**config.mk**
```make
export PLATFORM = sky130hd
export DESIGN_NAME = alu_issue_ctrl_flat
export DESIGN_NICKNAME = d
export VERILOG_FILES = /design/src/rtl/alu_issue_ctrl_if.sv /design/src/rtl/alu_issue_ctrl.sv /design/src/flat_wrapper.sv
export SDC_FILE = /design/constraint.sdc
export NUM_CORES = 1
export LEC_CHECK = 0
export CELL_PAD_IN_SITES_DETAIL_PLACEMENT = 0
export CELL_PAD_IN_SITES_GLOBAL_PLACEMENT = 1
export CORE_MARGIN = 8
export CORE_UTILIZATION = 31
export CTS_BUF_LIST = sky130_fd_sc_hd__clkbuf_8
export DETAILED_ROUTE_END_ITERATION = 8
export PLACE_DENSITY_LB_ADDON = 0.1
export SLEW_MARGIN = 15
export SYNTH_ARGS = -nofsm -noshare
export SYNTH_HDL_FRONTEND = slang
export SYNTH_SLANG_ARGS = --single-unit
```
**constraint.sdc**
```tcl
create_clock -name clk -period 1.63 [get_ports clk]
set_clock_uncertainty 0.1 [all_clocks]
set_input_delay 0.489 -clock clk [delete_from_list [all_inputs] [get_ports clk]]
set_output_delay 0.489 -clock clk [all_outputs]
set_load 0.02 [all_outputs]
```
**src/rtl/alu_issue_ctrl_if.sv**
```systemverilog
// Issue-side, ALU-side and response-side signals of alu_issue_ctrl.
// slave = the controller, master = the environment (decode/ALU/consumer).
interface alu_issue_ctrl_if;
    logic        in_valid;
    logic        in_ready;
    logic [3:0]  in_op;
    logic [15:0] in_a;
    logic [15:0] in_b;

    logic [15:0] alu_a;
    logic [15:0] alu_b;
    logic [2:0]  alu_mux;
    logic [1:0]  set_flag;
    logic [1:0]  a_op;
    logic        zero_b;
    logic [1:0]  shift_mode;
    logic        add_mode;
    logic [15:0] alu_out;
    logic [15:0] alu_rem;
    logic        div_stall;

    logic        res_valid;
    logic        res_ready;
    logic [15:0] res_data;
    logic [15:0] res_rem;
    logic        res_err;

    modport slave (
        input  in_valid, in_op, in_a, in_b,
        input  alu_out, alu_rem, div_stall,
        input  res_ready,
        output in_ready,
        output alu_a, alu_b, alu_mux, set_flag, a_op, zero_b, shift_mode, add_mode,
        output res_valid, res_data, res_rem, res_err
    );

    modport master (
        output in_valid, in_op, in_a, in_b,
        output alu_out, alu_rem, div_stall,
        output res_ready,
        input  in_ready,
        input  alu_a, alu_b, alu_mux, set_flag, a_op, zero_b, shift_mode, add_mode,
        input  res_valid, res_data, res_rem, res_err
    );
endinterface

```
**src/rtl/alu_issue_ctrl.sv**
```systemverilog
// Single-issue ALU sequencer: decodes a 4-bit op, holds operands/controls stable, returns one result.
// Latency: 2 cycles accept->res_valid; DIV waits on div_stall up to DIV_MAX_CYCLES (then error response).
// Backpressure: holds result until res_ready; in_ready only in IDLE or RESP&&res_ready. DIV_ZERO_TRAP_EN traps DIV by zero.
module alu_issue_ctrl #(
    parameter int DIV_MAX_CYCLES = 40,
    parameter int CNT_W          = 6
) (
    input  logic            clk,
    input  logic            rst,
    alu_issue_ctrl_if.slave bus
);
    typedef enum logic [1:0] {IDLE, EXEC, DIV_WAIT, RESP} state_t;

    typedef struct packed {
        logic [2:0] alu_mux;
        logic [1:0] a_op;
        logic       add_mode;
        logic [1:0] set_flag;
        logic [1:0] shift_mode;
    } ctrl_t;

    localparam logic [2:0] MUX_DIV = 3'b011;

    state_t            state_q, state_d;
    ctrl_t             ctrl_q, ctrl_d;
    logic [15:0]       alu_a_q, alu_a_d;
    logic [15:0]       alu_b_q, alu_b_d;
    logic [15:0]       res_data_q, res_data_d;
    logic [15:0]       res_rem_q, res_rem_d;
    logic              res_err_q, res_err_d;
    logic              trap_q, trap_d;
    logic [CNT_W-1:0]  cnt_q, cnt_d;
    logic              in_ready;
    logic              accept;
    logic              trap_in;

    function automatic ctrl_t decode(input logic [3:0] op, input logic trap);
        ctrl_t c;
        c = '0;
        case (op)
            4'h0: ;
            4'h1: begin c.a_op = 2'b01; c.add_mode = 1'b1; end
            4'h2: c.alu_mux = 3'b100;
            4'h3: c.alu_mux = 3'b101;
            4'h4: c.alu_mux = 3'b110;
            4'h5: begin c.alu_mux = 3'b111; c.a_op = 2'b01; end
            4'h6: begin c.alu_mux = 3'b001; c.shift_mode = 2'b01; end
            4'h7: begin c.alu_mux = 3'b001; c.shift_mode = 2'b10; end
            4'h8: begin c.alu_mux = 3'b001; c.shift_mode = 2'b11; end
            4'h9: c.alu_mux = 3'b001;
            4'hA: c.alu_mux = 3'b010;
            // A trapped divide must never raise the ALU's divide enable
            4'hB: c.alu_mux = trap ? 3'b000 : MUX_DIV;
            4'hC: begin c.alu_mux = 3'b111; c.a_op = 2'b10; end
            4'hD: begin c.a_op = 2'b01; c.add_mode = 1'b1; c.set_flag = 2'b01; end
            4'hE: begin c.a_op = 2'b01; c.add_mode = 1'b1; c.set_flag = 2'b10; end
            4'hF: c.set_flag = 2'b11;
            default: ;
        endcase
        return c;
    endfunction

`ifdef DIV_ZERO_TRAP_EN
    assign trap_in = (bus.in_op == 4'hB) && (bus.in_b == 16'h0000);
`else
    assign trap_in = 1'b0;
`endif

    assign in_ready = (state_q == IDLE) || ((state_q == RESP) && bus.res_ready);
    assign accept   = bus.in_valid && in_ready;

    always_comb begin
        state_d    = state_q;
        ctrl_d     = ctrl_q;
        alu_a_d    = alu_a_q;
        alu_b_d    = alu_b_q;
        res_data_d = res_data_q;
        res_rem_d  = res_rem_q;
        res_err_d  = res_err_q;
        trap_d     = trap_q;
        cnt_d      = cnt_q;

        case (state_q)
            IDLE: ;
            EXEC: begin
                if (trap_q) begin
                    res_data_d = 16'hFFFF;
                    res_rem_d  = alu_a_q;
                    res_err_d  = 1'b1;
                    state_d    = RESP;
                end else if (ctrl_q.alu_mux == MUX_DIV) begin
                    // div_stall is ignored here: the divider may still show last op's ready
                    cnt_d   = CNT_W'(1);
                    state_d = DIV_WAIT;
                end else begin
                    res_data_d = bus.alu_out;
                    res_rem_d  = '0;
                    res_err_d  = 1'b0;
                    state_d    = RESP;
                end
            end
            DIV_WAIT: begin
                if (!bus.div_stall) begin
                    res_data_d = bus.alu_out;
                    res_rem_d  = bus.alu_rem;
                    res_err_d  = 1'b0;
                    state_d    = RESP;
                end else if (cnt_q >= CNT_W'(DIV_MAX_CYCLES)) begin
                    res_data_d = 16'hFFFF;
                    res_rem_d  = '0;
                    res_err_d  = 1'b1;
                    state_d    = RESP;
                end else begin
                    cnt_d = cnt_q + CNT_W'(1);
                end
            end
            RESP: begin
                if (bus.res_ready) begin
                    state_d = IDLE;
                end
            end
            default: state_d = IDLE;
        endcase

        // Accept is only possible from IDLE or a completing RESP, so it overrides the above
        if (accept) begin
            alu_a_d = bus.in_a;
            alu_b_d = bus.in_b;
            ctrl_d  = decode(bus.in_op, trap_in);
            trap_d  = trap_in;
            state_d = EXEC;
        end
    end

    always_ff @(posedge clk or negedge rst) begin
        if (!rst) begin
            state_q    <= IDLE;
            ctrl_q     <= '0;
            alu_a_q    <= '0;
            alu_b_q    <= '0;
            res_data_q <= '0;
            res_rem_q  <= '0;
            res_err_q  <= 1'b0;
            trap_q     <= 1'b0;
            cnt_q      <= '0;
        end else begin
            state_q    <= state_d;
            ctrl_q     <= ctrl_d;
            alu_a_q    <= alu_a_d;
            alu_b_q    <= alu_b_d;
            res_data_q <= res_data_d;
            res_rem_q  <= res_rem_d;
            res_err_q  <= res_err_d;
            trap_q     <= trap_d;
            cnt_q      <= cnt_d;
        end
    end

    assign bus.in_ready   = in_ready;
    assign bus.alu_a      = alu_a_q;
    assign bus.alu_b      = alu_b_q;
    assign bus.alu_mux    = ctrl_q.alu_mux;
    assign bus.set_flag   = ctrl_q.set_flag;
    assign bus.a_op       = ctrl_q.a_op;
    assign bus.zero_b     = 1'b0;
    assign bus.shift_mode = ctrl_q.shift_mode;
    assign bus.add_mode   = ctrl_q.add_mode;
    assign bus.res_valid  = (state_q == RESP);
    assign bus.res_data   = res_data_q;
    assign bus.res_rem    = res_rem_q;
    assign bus.res_err    = res_err_q;
endmodule

```
**src/flat_wrapper.sv**
```systemverilog
// flat-port wrapper written by rule: the top's interface ports become plain ports
module alu_issue_ctrl_flat 
#(
    parameter int DIV_MAX_CYCLES = 40,
    parameter int CNT_W          = 6
)
  (clk, rst, bus_in_valid, bus_in_op, bus_in_a, bus_in_b, bus_alu_out, bus_alu_rem, bus_div_stall, bus_res_ready, bus_in_ready, bus_alu_a, bus_alu_b, bus_alu_mux, bus_set_flag, bus_a_op, bus_zero_b, bus_shift_mode, bus_add_mode, bus_res_valid, bus_res_data, bus_res_rem, bus_res_err);
  alu_issue_ctrl_if bus_i ();
  input  logic clk;
  input  logic rst;
  input wire logic [$bits(bus_i.in_valid)-1:0] bus_in_valid;
  input wire logic [$bits(bus_i.in_op)-1:0] bus_in_op;
  input wire logic [$bits(bus_i.in_a)-1:0] bus_in_a;
  input wire logic [$bits(bus_i.in_b)-1:0] bus_in_b;
  input wire logic [$bits(bus_i.alu_out)-1:0] bus_alu_out;
  input wire logic [$bits(bus_i.alu_rem)-1:0] bus_alu_rem;
  input wire logic [$bits(bus_i.div_stall)-1:0] bus_div_stall;
  input wire logic [$bits(bus_i.res_ready)-1:0] bus_res_ready;
  output wire logic [$bits(bus_i.in_ready)-1:0] bus_in_ready;
  output wire logic [$bits(bus_i.alu_a)-1:0] bus_alu_a;
  output wire logic [$bits(bus_i.alu_b)-1:0] bus_alu_b;
  output wire logic [$bits(bus_i.alu_mux)-1:0] bus_alu_mux;
  output wire logic [$bits(bus_i.set_flag)-1:0] bus_set_flag;
  output wire logic [$bits(bus_i.a_op)-1:0] bus_a_op;
  output wire logic [$bits(bus_i.zero_b)-1:0] bus_zero_b;
  output wire logic [$bits(bus_i.shift_mode)-1:0] bus_shift_mode;
  output wire logic [$bits(bus_i.add_mode)-1:0] bus_add_mode;
  output wire logic [$bits(bus_i.res_valid)-1:0] bus_res_valid;
  output wire logic [$bits(bus_i.res_data)-1:0] bus_res_data;
  output wire logic [$bits(bus_i.res_rem)-1:0] bus_res_rem;
  output wire logic [$bits(bus_i.res_err)-1:0] bus_res_err;
  assign bus_i.in_valid = bus_in_valid;
  assign bus_i.in_op = bus_in_op;
  assign bus_i.in_a = bus_in_a;
  assign bus_i.in_b = bus_in_b;
  assign bus_i.alu_out = bus_alu_out;
  assign bus_i.alu_rem = bus_alu_rem;
  assign bus_i.div_stall = bus_div_stall;
  assign bus_i.res_ready = bus_res_ready;
  assign bus_in_ready = bus_i.in_ready;
  assign bus_alu_a = bus_i.alu_a;
  assign bus_alu_b = bus_i.alu_b;
  assign bus_alu_mux = bus_i.alu_mux;
  assign bus_set_flag = bus_i.set_flag;
  assign bus_a_op = bus_i.a_op;
  assign bus_zero_b = bus_i.zero_b;
  assign bus_shift_mode = bus_i.shift_mode;
  assign bus_add_mode = bus_i.add_mode;
  assign bus_res_valid = bus_i.res_valid;
  assign bus_res_data = bus_i.res_data;
  assign bus_res_rem = bus_i.res_rem;
  assign bus_res_err = bus_i.res_err;
  alu_issue_ctrl #(.DIV_MAX_CYCLES(DIV_MAX_CYCLES), .CNT_W(CNT_W)) u_core (.clk(clk), .rst(rst), .bus(bus_i));
endmodule
```
# After elaboration in Yosys (flattened, before gate mapping)
# Index checks and enable logic that the tools add are counted.
# totals
elab_cells,80
ff_bits,83
in_bits,73
out_inout_bits,78
# classes
n_reduce_logical,13
muxes,27
n_eq_ne,26
order_cmp,1
n_addsub,1
# op_table
op,count
$mux 16,6
$pmux 16 s2,2
$eq 4x4->1 const B,8
$pmux 3 s7,1
$mux 6,3
$pmux 2 s3,3
$eq 4x3->1 const B,4
$pmux 6 s2,1
$eq 4x2->1 const B,2
$mux 2,4
$reduce_or 4->1,2
$add 6x1->6 const B,1
$ge 6x6->1 const B,1
$ne 2x2->1 const B,3
$ne 3x2->1 const B,2
$reduce_and 3->1,2
$mux 1,5
$eq 2x2->1 const B,2
$eq 4x1->1 const B,1
$ne 4x2->1 const B,1
$pmux 2 s2,1
$reduce_and 4->1,1
$reduce_bool 4->1,1
$eq 3x2->1 const B,1
9 further kinds,10

# Logic depth before layout (Yosys ltp)
# Gate-level depths: netlist of run 1.
# depth
word_depth,6
depth_mapped,7
mapped_depth_nobuf,6

# Worst setup path after synthesis of run 1
# Ideal clock, no wire load.
# synth_timing
path_kind,register -> register
startpoint,reg u_core.state_q[1]
endpoint,"reg u_core.ctrl_q, in the netlist u_core.bus.add_mode"
setup_time_ps,128
t_required_ps,1402
setup_slack_ps,-294
synth_period_minus_slack_ps,1924
path_buffers,1
arrival_time_ps,1697
stages_incl_launch_ff,6
path_cell_list,dfrtp_1 ha_1 a21o_1 nand2_1 buf_2 mux2_1
# synth_via
elab_chain_cells,4
elab_cells_between_ends,5
classes_between,eq/ne: 1; reduce/logical: 4
# synth_rtl
element,line_no,text
start: declaration,alu_issue_ctrl.sv:24,"state_t state_q, state_d;"
start signal: assignment,alu_issue_ctrl.sv:147,state_q <= state_d;
$eq 2x2->1,-,
net bus_res_valid,flat_wrapper.sv:28,output wire logic [$bits(bus_i.res_valid)-1:0] bus_res_valid;
$logic_and 1x1->1,alu_issue_ctrl.sv:69,assign in_ready = (state_q == IDLE) || ((state_q == RESP) && bus.res_ready);
$logic_or 1x1->1,alu_issue_ctrl.sv:69,
net bus_in_ready,flat_wrapper.sv:19,output wire logic [$bits(bus_i.in_ready)-1:0] bus_in_ready;
$logic_and 1x1->1,alu_issue_ctrl.sv:70,assign accept = bus.in_valid && in_ready;
end signal: assignment,alu_issue_ctrl.sv:148,ctrl_q <= ctrl_d;
end: declaration,alu_issue_ctrl.sv:25,"ctrl_t ctrl_q, ctrl_d;"
# The timed path passes the listed nets, and every way through them passes these cells.
# A chain may end at the register's enable or synchronous reset.

# Final worst setup path of run 1
# layout_timing
startpoint,in bus_res_ready
endpoint,out bus_in_ready
# layout_via
elab_chain_cells,2
# layout_rtl
element,line_no,text
start: declaration,flat_wrapper.sv:18,input wire logic [$bits(bus_i.res_ready)-1:0] bus_res_ready;
$logic_and 1x1->1,alu_issue_ctrl.sv:69,
$logic_or 1x1->1,alu_issue_ctrl.sv:69,
end: declaration,flat_wrapper.sv:19,
# No other way between the ends.

==> summary.md, run 1 <==
| Metric | Value |
|---|---|
| Status | `finished with violations` |
| Failing checks | `setup timing` |
| Drt first pass iters | `4` |
| Clock sink count | `83` |
| Worst-path clk slew | `0.08 ns` |
| Core Region | `11,320 sq um` |
| Largest net degree at the start of global routing | `84` |
| Pwr per Cell Area | `2140 nW/um^2` |
| Hold WC Path Type | `input port to async pin` |
| # rows | `39` |
| Synth Net Count | `344` |
| Final nets | `541` |
| Routed via count | `2,908` |
| Area of the multi-input gates | `1592 sq um` |
| Post-route cell area | `6180 sq um` |
| Leak | `about 2.8 nW` |
| Die Wd | `123.0 microns` |
| Synth Flop Type | `dfrtp_1` |
| Finished Core Util | `around 55%` |
| Cells along the critical path | `clkdlybuf4s50_1 -> a21o_4 -> buf_6` |
| Reg2reg setup slack | `-0.24 ns` |
| Setup Slack @ Placement | `-0.7227 ns` |
| Post-CTS Hold Fix Bufs | `0` |
| WL/cell | `about 17 microns` |
| Global placer's final weighted congestion | `0.7071` |
| CP Capture Type | `output pin` |
| Synthesis-stage register bit count | `83` |
| Yosys warns | `0` |
| GRT overflow | `0` |
| Reg2reg start | `u_core.state_q[0]` |
| Drt drc | `0` |
| Ports | `151` |
| # setup viols final | `82` |
| Slowest stage cell, crit path | `clkdlybuf4s50_1` |
| Antenna violations before repair | `0` |
| CTS H-tree lvls | `3` |
| Worst-path fanout max | `2` |
| Share of post-route cells with drive strength above 1 | `44.64%` |
| Clock Tree Buf Depth | `2` |
| Min cycle time layout | `1.891 ns` |
| VDD IR max | `between 1 and 1.5 mV` |
| Clock buffers created by TritonCTS | `9` |
| Startpoint Class | `input port` |
| CP peak stage delay | `0.45 ns` |
| Clock Latency Late Sink | `about 0.35 ns` |
| Period utilization | `116.0%` |
| F_max | `between 500 and 600 MHz` |
| CP Data Required Time | `~1.0 ns` |
| Hold Vio Cnt, Final | `0` |
| CTS tree | `done` |
| Fill cells | `a little under 1,000` |
| Detail Route Antenna Nets | `0` |
| Synth-to-Final Area Change | `74.09%` |
| Total GRT Usage | `between 10 and 15%` |
| Max-cap violations | `0` |
| Crit Path Class | `input port to output pin` |
| Arrival time at the worst endpoint | `1.30 ns` |
| Hold slack final | `0.06631 ns` |
| Iteration-0 DRC Markers | `approximately 120` |
| Initial Utilization | `31.35%` |
| Die ar. | `around 15,000 sq um` |
| Vias in the first global route | `3,275` |
| DIE HEIGHT | `123.0 microns` |
| Placed Area | `5499 sq um` |
| Antenna Cells | `0` |
| HPWL Detailed | `approximately 7000 microns` |
| Mapped Area | `~3500 sq um` |
| First-pass GRT wire length | `16,680 microns` |
| Final wirelength | `10,570 microns` |
| Post-synthesis async set-or-reset flop share | `100.0%` |
| Critical path launch point | `bus_res_ready` |
| Synth Area per Inst | `~13 sq um` |
| R2R cell count | `7` |
| Unrepaired setup endpoints after global routing | `yes` |
| Worst Slack Setup Final | `-0.2609 ns` |
| Cell variety after synth | `46` |
| Seq/Total Area, Yosys | `between 50% and 60%` |
| Clock Tree Root | `clkbuf_8` |
| Sequential cell area | `about 2100 sq um` |
| Synth Instances | `264` |
| Via/cell ratio | `around 4.8` |
| Port Buf Inserts | `~150` |
| Post-synth EDFFs | `0` |
| Max-slew violation count | `0` |
-- cells in the mapped netlist, types with 2 or more instances --
library cell	instances	area (sq um)
o21ai_0	11	55.05
a22o_1	18	157.7
dfrtp_1	83	2077
o31ai_1	2	15.01
inv_1	8	30.03
buf_4	5	37.54
nand2_1	17	63.81
mux2_1	22	247.7
buf_6	3	33.78
mux2_2	13	146.4
o211ai_1	3	22.52
nand4b_1	2	17.52
nand3_1	7	35.03
a22oi_1	3	22.52
a32oi_1	2	17.52
o22a_1	16	140.1
nor2_1	4	15.01
nor2b_1	4	25.02
ha_1	7	87.58
buf_2	7	35.03
o21a_1	2	15.01
-- layout by cell type, fill, tap and decap left out, types with 4 or more instances in the layout --
master	instances
dfrtp_1	81
clkdlybuf4s50_1	71
buf_2	45
clkdlybuf4s15_2	30
mux2_4	22
buf_4	22
a22o_1	18
o22a_1	16
nand2_1	14
buf_6	13
mux2_2	11
buf_12	11
clkbuf_8	9
inv_1	7
o21ai_1	7
nand3_1	7
buf_16	6
nor2_1	4
nor2b_1	4
ha_4	4
bufinv_16	4
-- per-stage QoR --
| stage | std cells | TNS [ns] | total power, mW |
|---|---|---|---|
| after floorplan | 264 | -1.088 | 7.227 |
| after global placement | 573 | -30.67 | 10.18 |
| after detailed placement | 573 | -31.85 | 10.26 |
| after CTS | 607 | -9.443 | 13.52 |
| after global routing | 609 | -15.93 | 14.05 |
| final | 609 | -10.43 | 13.22 |
-- cells by family after synthesis --
family / after synthesis / synth area share (%)
DFF: 83 / 58.51
AOI/OAI and AO/OA: 71 / 16.53
and+or+nand+nor: 42 / 6.909
muxes: 36 / 11.39
buffers and inverters: 23 / 3.842
adders and majority gates: 7 / 2.467
other: 1 / 0.1056
xor gates and xnor gates: 1 / 0.2468
-- where the power goes --
part / switching (mW) / leakage (nW) / total, mW / internal, mW
clock: 0.756 / 0.131 / 1.93 / 1.17
combinational: 3.62 / 1.70 / 7.71 / 4.09
sequential: 0.563 / 1.01 / 3.59 / 3.02
total: 4.94 / 2.85 / 13.2 / 8.28
-- path summary, 6_finish.rpt --
kind | end
min | u_core.bus.res_data[0]
min in group clk | u_core.bus.set_flag[0]
max in group asynchronous | u_core.state_q[0]
min reg2reg | u_core.bus.set_flag[0]
max reg2reg | u_core.bus.alu_a[3]
max | bus_in_ready
-- sequential cells by signal (all words and copies together) (netlist names) --
name                   count
u_core.bus.res_err         1
u_core.bus.res_rem        16
u_core.cnt_q               6
u_core.bus.shift_mode      2
u_core.bus.alu_b          16
u_core.state_q             2
u_core.bus.a_op            2
u_core.bus.alu_a          16
u_core.bus.res_data       16
u_core.bus.alu_mux         3
u_core.bus.set_flag        2
u_core.bus.add_mode        1
-- repair_timing --
action / CTS / global route
pin swaps: 23 / 22
gates resized for setup: 278 / 74
buffers inserted: 12 / 2
gates cloned: 8 / 1
setup endpoints to repair: 158 / 128
-- routing by layer --
layer	GRT usage [%]	part of all wire [%]	vias to the layer above
met5	0	0	-
met2	22.70	47	108
met4	6.020	1.4	0
met3	4.384	8.8	9
met1	17.07	43	1428
li1	-	-	1363
-- area by class of cell --
class                           instances  share of cell area, %
Clock inverter                          7                  2.268
Tap cell                              143                  2.895
Inverter                                8                 0.4859
Sequential cell                        83                  33.65
Clock buffer                            9                  2.004
Timing Repair Buffer                  201                  32.94
Multi-Input combinational cell        158                  25.75
-- critical path: cells and delay by family --
| kind | cells | cell delay [ns] |
|---|---|---|
| buffers and inverters | 2 | 0.58 |
| AO/OA/AOI/OAI | 1 | 0.24 |
Power figures use the tool's default switching activity.
==> run 2, diff against run 1 <==
- CORE_ASPECT_RATIO: not set -> 0.6
==> summary.md, run 2 (synthesis gave the netlist of run 1 again) <==
| Metric | Value |
|---|---|
| Critical path launch point | `u_core.state_q[0]` |
| Fill cells | `972 (-2.3%)` |
| Int Power | `7.906 mW (-4.6%)` |
| Ports | `151 (unchanged)` |
| Commonest non-fill, non-tap cells in the layout | `dfrtp_1, clkdlybuf4s50_1, buf_2` |
| Port Buf Inserts | `149 (unchanged)` |
| HPWL Detailed | `7725 microns (+12%)` |
| Unrepaired setup endpoints after global routing | `yes` |
| Vias in the first global route | `3,198 (-2.4%)` |
| WL/cell | `17.74 microns (+2.3%)` |
| DP Cell Count | `586 (+2.3%)` |
| Reg2reg setup slack | `-0.22 ns (+0.02 ns)` |
| Setup Slack @ Placement | `-0.6710 ns (+0.05174 ns)` |
| Startpoint Class | `register` |
| Detail Route Antenna Nets | `0 (unchanged)` |
| Placed Area | `5615 sq um (+2.1%)` |
| Share of post-route cells with drive strength above 1 | `46.32% (+1.7 points)` |
| Total power | `12.99 mW (-1.8%)` |
| Worst-path clk slew | `0.08 ns (about the same)` |
| CP Data Required Time | `1.04 ns (about the same)` |
| CP Capture Type | `output pin` |
| F_max | `527.5 MHz (-0.25%)` |
| Switch Pwr | `5.081 mW (+2.9%)` |
| Worst Slack Setup Final | `-0.2656 ns (-0.004709 ns)` |
| Arrival time at the worst endpoint | `1.31 ns (about the same)` |
| Final wirelength | `10,980 microns (+4.0%)` |
| Clock Tree Buf Depth | `2 (unchanged)` |
| Crit Path Class | `register to output pin` |
| Final nets | `550 (+1.7%)` |
| Die ar. | `15,240 sq um (+0.74%)` |
| Clock network power share | `12.1% (-2.5 points)` |
| Period utilization | `116.3% (+0.29 points)` |
| Failing checks | `setup timing` |
| Finished Core Util | `54.18% (-0.41 points)` |
| Via/cell ratio | `4.721 (-1.1%)` |
| Post-route cell area | `6081 sq um (-1.6%)` |
| Clock Tree Root | `clkbuf_8` |
| Drt first pass iters | `4 (unchanged)` |
| Clock Latency Late Sink | `0.36 ns (about the same)` |
| Initial Utilization | `31.63% (+0.27 points)` |
| Pwr per Cell Area | `2136 nW/um^2 (-0.19%)` |
| Synth-to-Final Area Change | `71.31%` |
| Worst setup path end | `bus_in_ready` |
| Min cycle time layout | `1.896 ns (+0.004709 ns)` |
| Clock sink count | `83 (unchanged)` |
| Comb power frac | `60.1% (+1.8 points)` |
| Global placer's final weighted congestion | `0.7072 (about the same)` |
| # setup viols final | `81 (-1.2%)` |
| Core Region | `11,220 sq um (-0.86%)` |
| GRT overflow | `0 (unchanged)` |
| VDD IR max | `0.8386 mV (-22%)` |
| CTS tree | `done` |
| Routed via count | `2,922 (+0.48%)` |
| Max-cap violations | `0 (unchanged)` |
| Antenna Cells | `0 (unchanged)` |
| Worst flop-to-flop path endpoint | `u_core.bus.alu_a[2]` |
| DIE HEIGHT | `98.89 microns (-20%)` |
| Largest net degree at the start of global routing | `27 (-68%)` |
| Iteration-0 DRC Markers | `114 (-2.6%)` |
| Final non-filler cell total | `619 (+1.6%)` |
| Hold Vio Cnt, Final | `0 (unchanged)` |
| Max-slew violation count | `0 (unchanged)` |
| Sequential share of power | `27.8% (+0.7 points)` |
| R2R cell count | `7 (unchanged)` |
| Hold WC Path Type | `register to register` |
| # rows | `30 (-23%)` |
| Drt drc | `0 (unchanged)` |
| First-pass GRT wire length | `17,200 microns (+3.1%)` |
| Die Wd | `154.1 microns (+25%)` |
| Reg2reg start | `u_core.state_q[0]` |
| Antenna violations before repair | `0 (unchanged)` |
| Sw Share | `39.12% (+1.8 points)` |
| Clock buffers created by TritonCTS | `9 (unchanged)` |
| Leak | `2.853 nW (+0.25%)` |
| Status | `finished with violations` |
| Total GRT Usage | `14.16% (+0.097 points)` |
| CTS H-tree lvls | `3 (unchanged)` |
| Most common cell after layout, fill and taps aside | `dfrtp_1` |
| Worst-path fanout max | `4 (+2)` |
==> run 2: metal layers <==
layer  vias up  track usage [%]  share of wire [%]
li1       1380                -                  -
met1      1456            16.64                 44
met2        76            23.34                 48
met3        10            6.335                7.3
met4         0            3.371               0.84
met5         -                0                  0
==> run 2: how the worst min path moves through the flow <==
stage	from	slack, ns	cells after the start	endpoint
floorplan	rst	0.09	0	u_core.bus.a_op[0]
global placement	rst	0.32	1	u_core.bus.res_rem[13]
detailed placement	rst	0.32	1	u_core.bus.res_rem[13]
CTS	u_core.bus.set_flag[0]	0.39	2	u_core.bus.set_flag[0]
global route	u_core.bus.res_err	0.41	1	u_core.bus.res_err
finish	u_core.bus.res_err	0.38	1	u_core.bus.res_err
==> run 2: final cells by class <==
class | count | area, sq um | share of cell area [%]
inverters | 8 | 30.03 | 0.4938
repair buffers | 210 | 1958 | 32.20
clock buffers | 11 | 151.4 | 2.490
well taps | 144 | 180.2 | 2.963
clock inverters | 5 | 61.31 | 1.008
multi-input cells | 158 | 1620 | 26.65
flip-flops and latches | 83 | 2079 | 34.20
==> run 2: stage by stage <==
stage | TNS, ns | hold slack [ns]
2_1_floorplan | -1.088 | 0.09341
3_3_place_gp | -29.62 | 0.3171
3_5_place_dp | -30.35 | 0.3203
4_1_cts | -12.20 | 0.3910
5_1_grt | -16.55 | 0.4148
6_report | -11.71 | 0.3805
==> run 2: timing repair <==
action	CTS	global route
endpoints found under the setup margin	159	131
cloned	3	3
hold buffers	1	0
pin swaps	7	13
endpoints found under the hold margin	18	0
gates resized for setup	302	70
setup buffers	10	5
==> run 2: power groups by stage <==
stage / logic, mW / registers [mW] / clock network [mW]
after floorplan: 2.55 / 4.68 / 0
after global placement: 6.85 / 3.63 / 0
after detailed placement: 6.93 / 3.64 / 0
after CTS: 7.60 / 3.62 / 1.63
after global routing: 8.34 / 3.74 / 1.72
final: 7.81 / 3.61 / 1.57
==> run 2: critical path, stage by stage, from the launching register on <==
cell     delay [ns]
dfrtp_2        0.45
ha_4           0.18
a21o_4         0.20
buf_6          0.12
==> run 3, diff against run 2 <==
- ABC_CLOCK_PERIOD_IN_PS: not set -> 1630
==> results of run 3 <==
Final layout, timing and power as in run 2 (identical DEF).
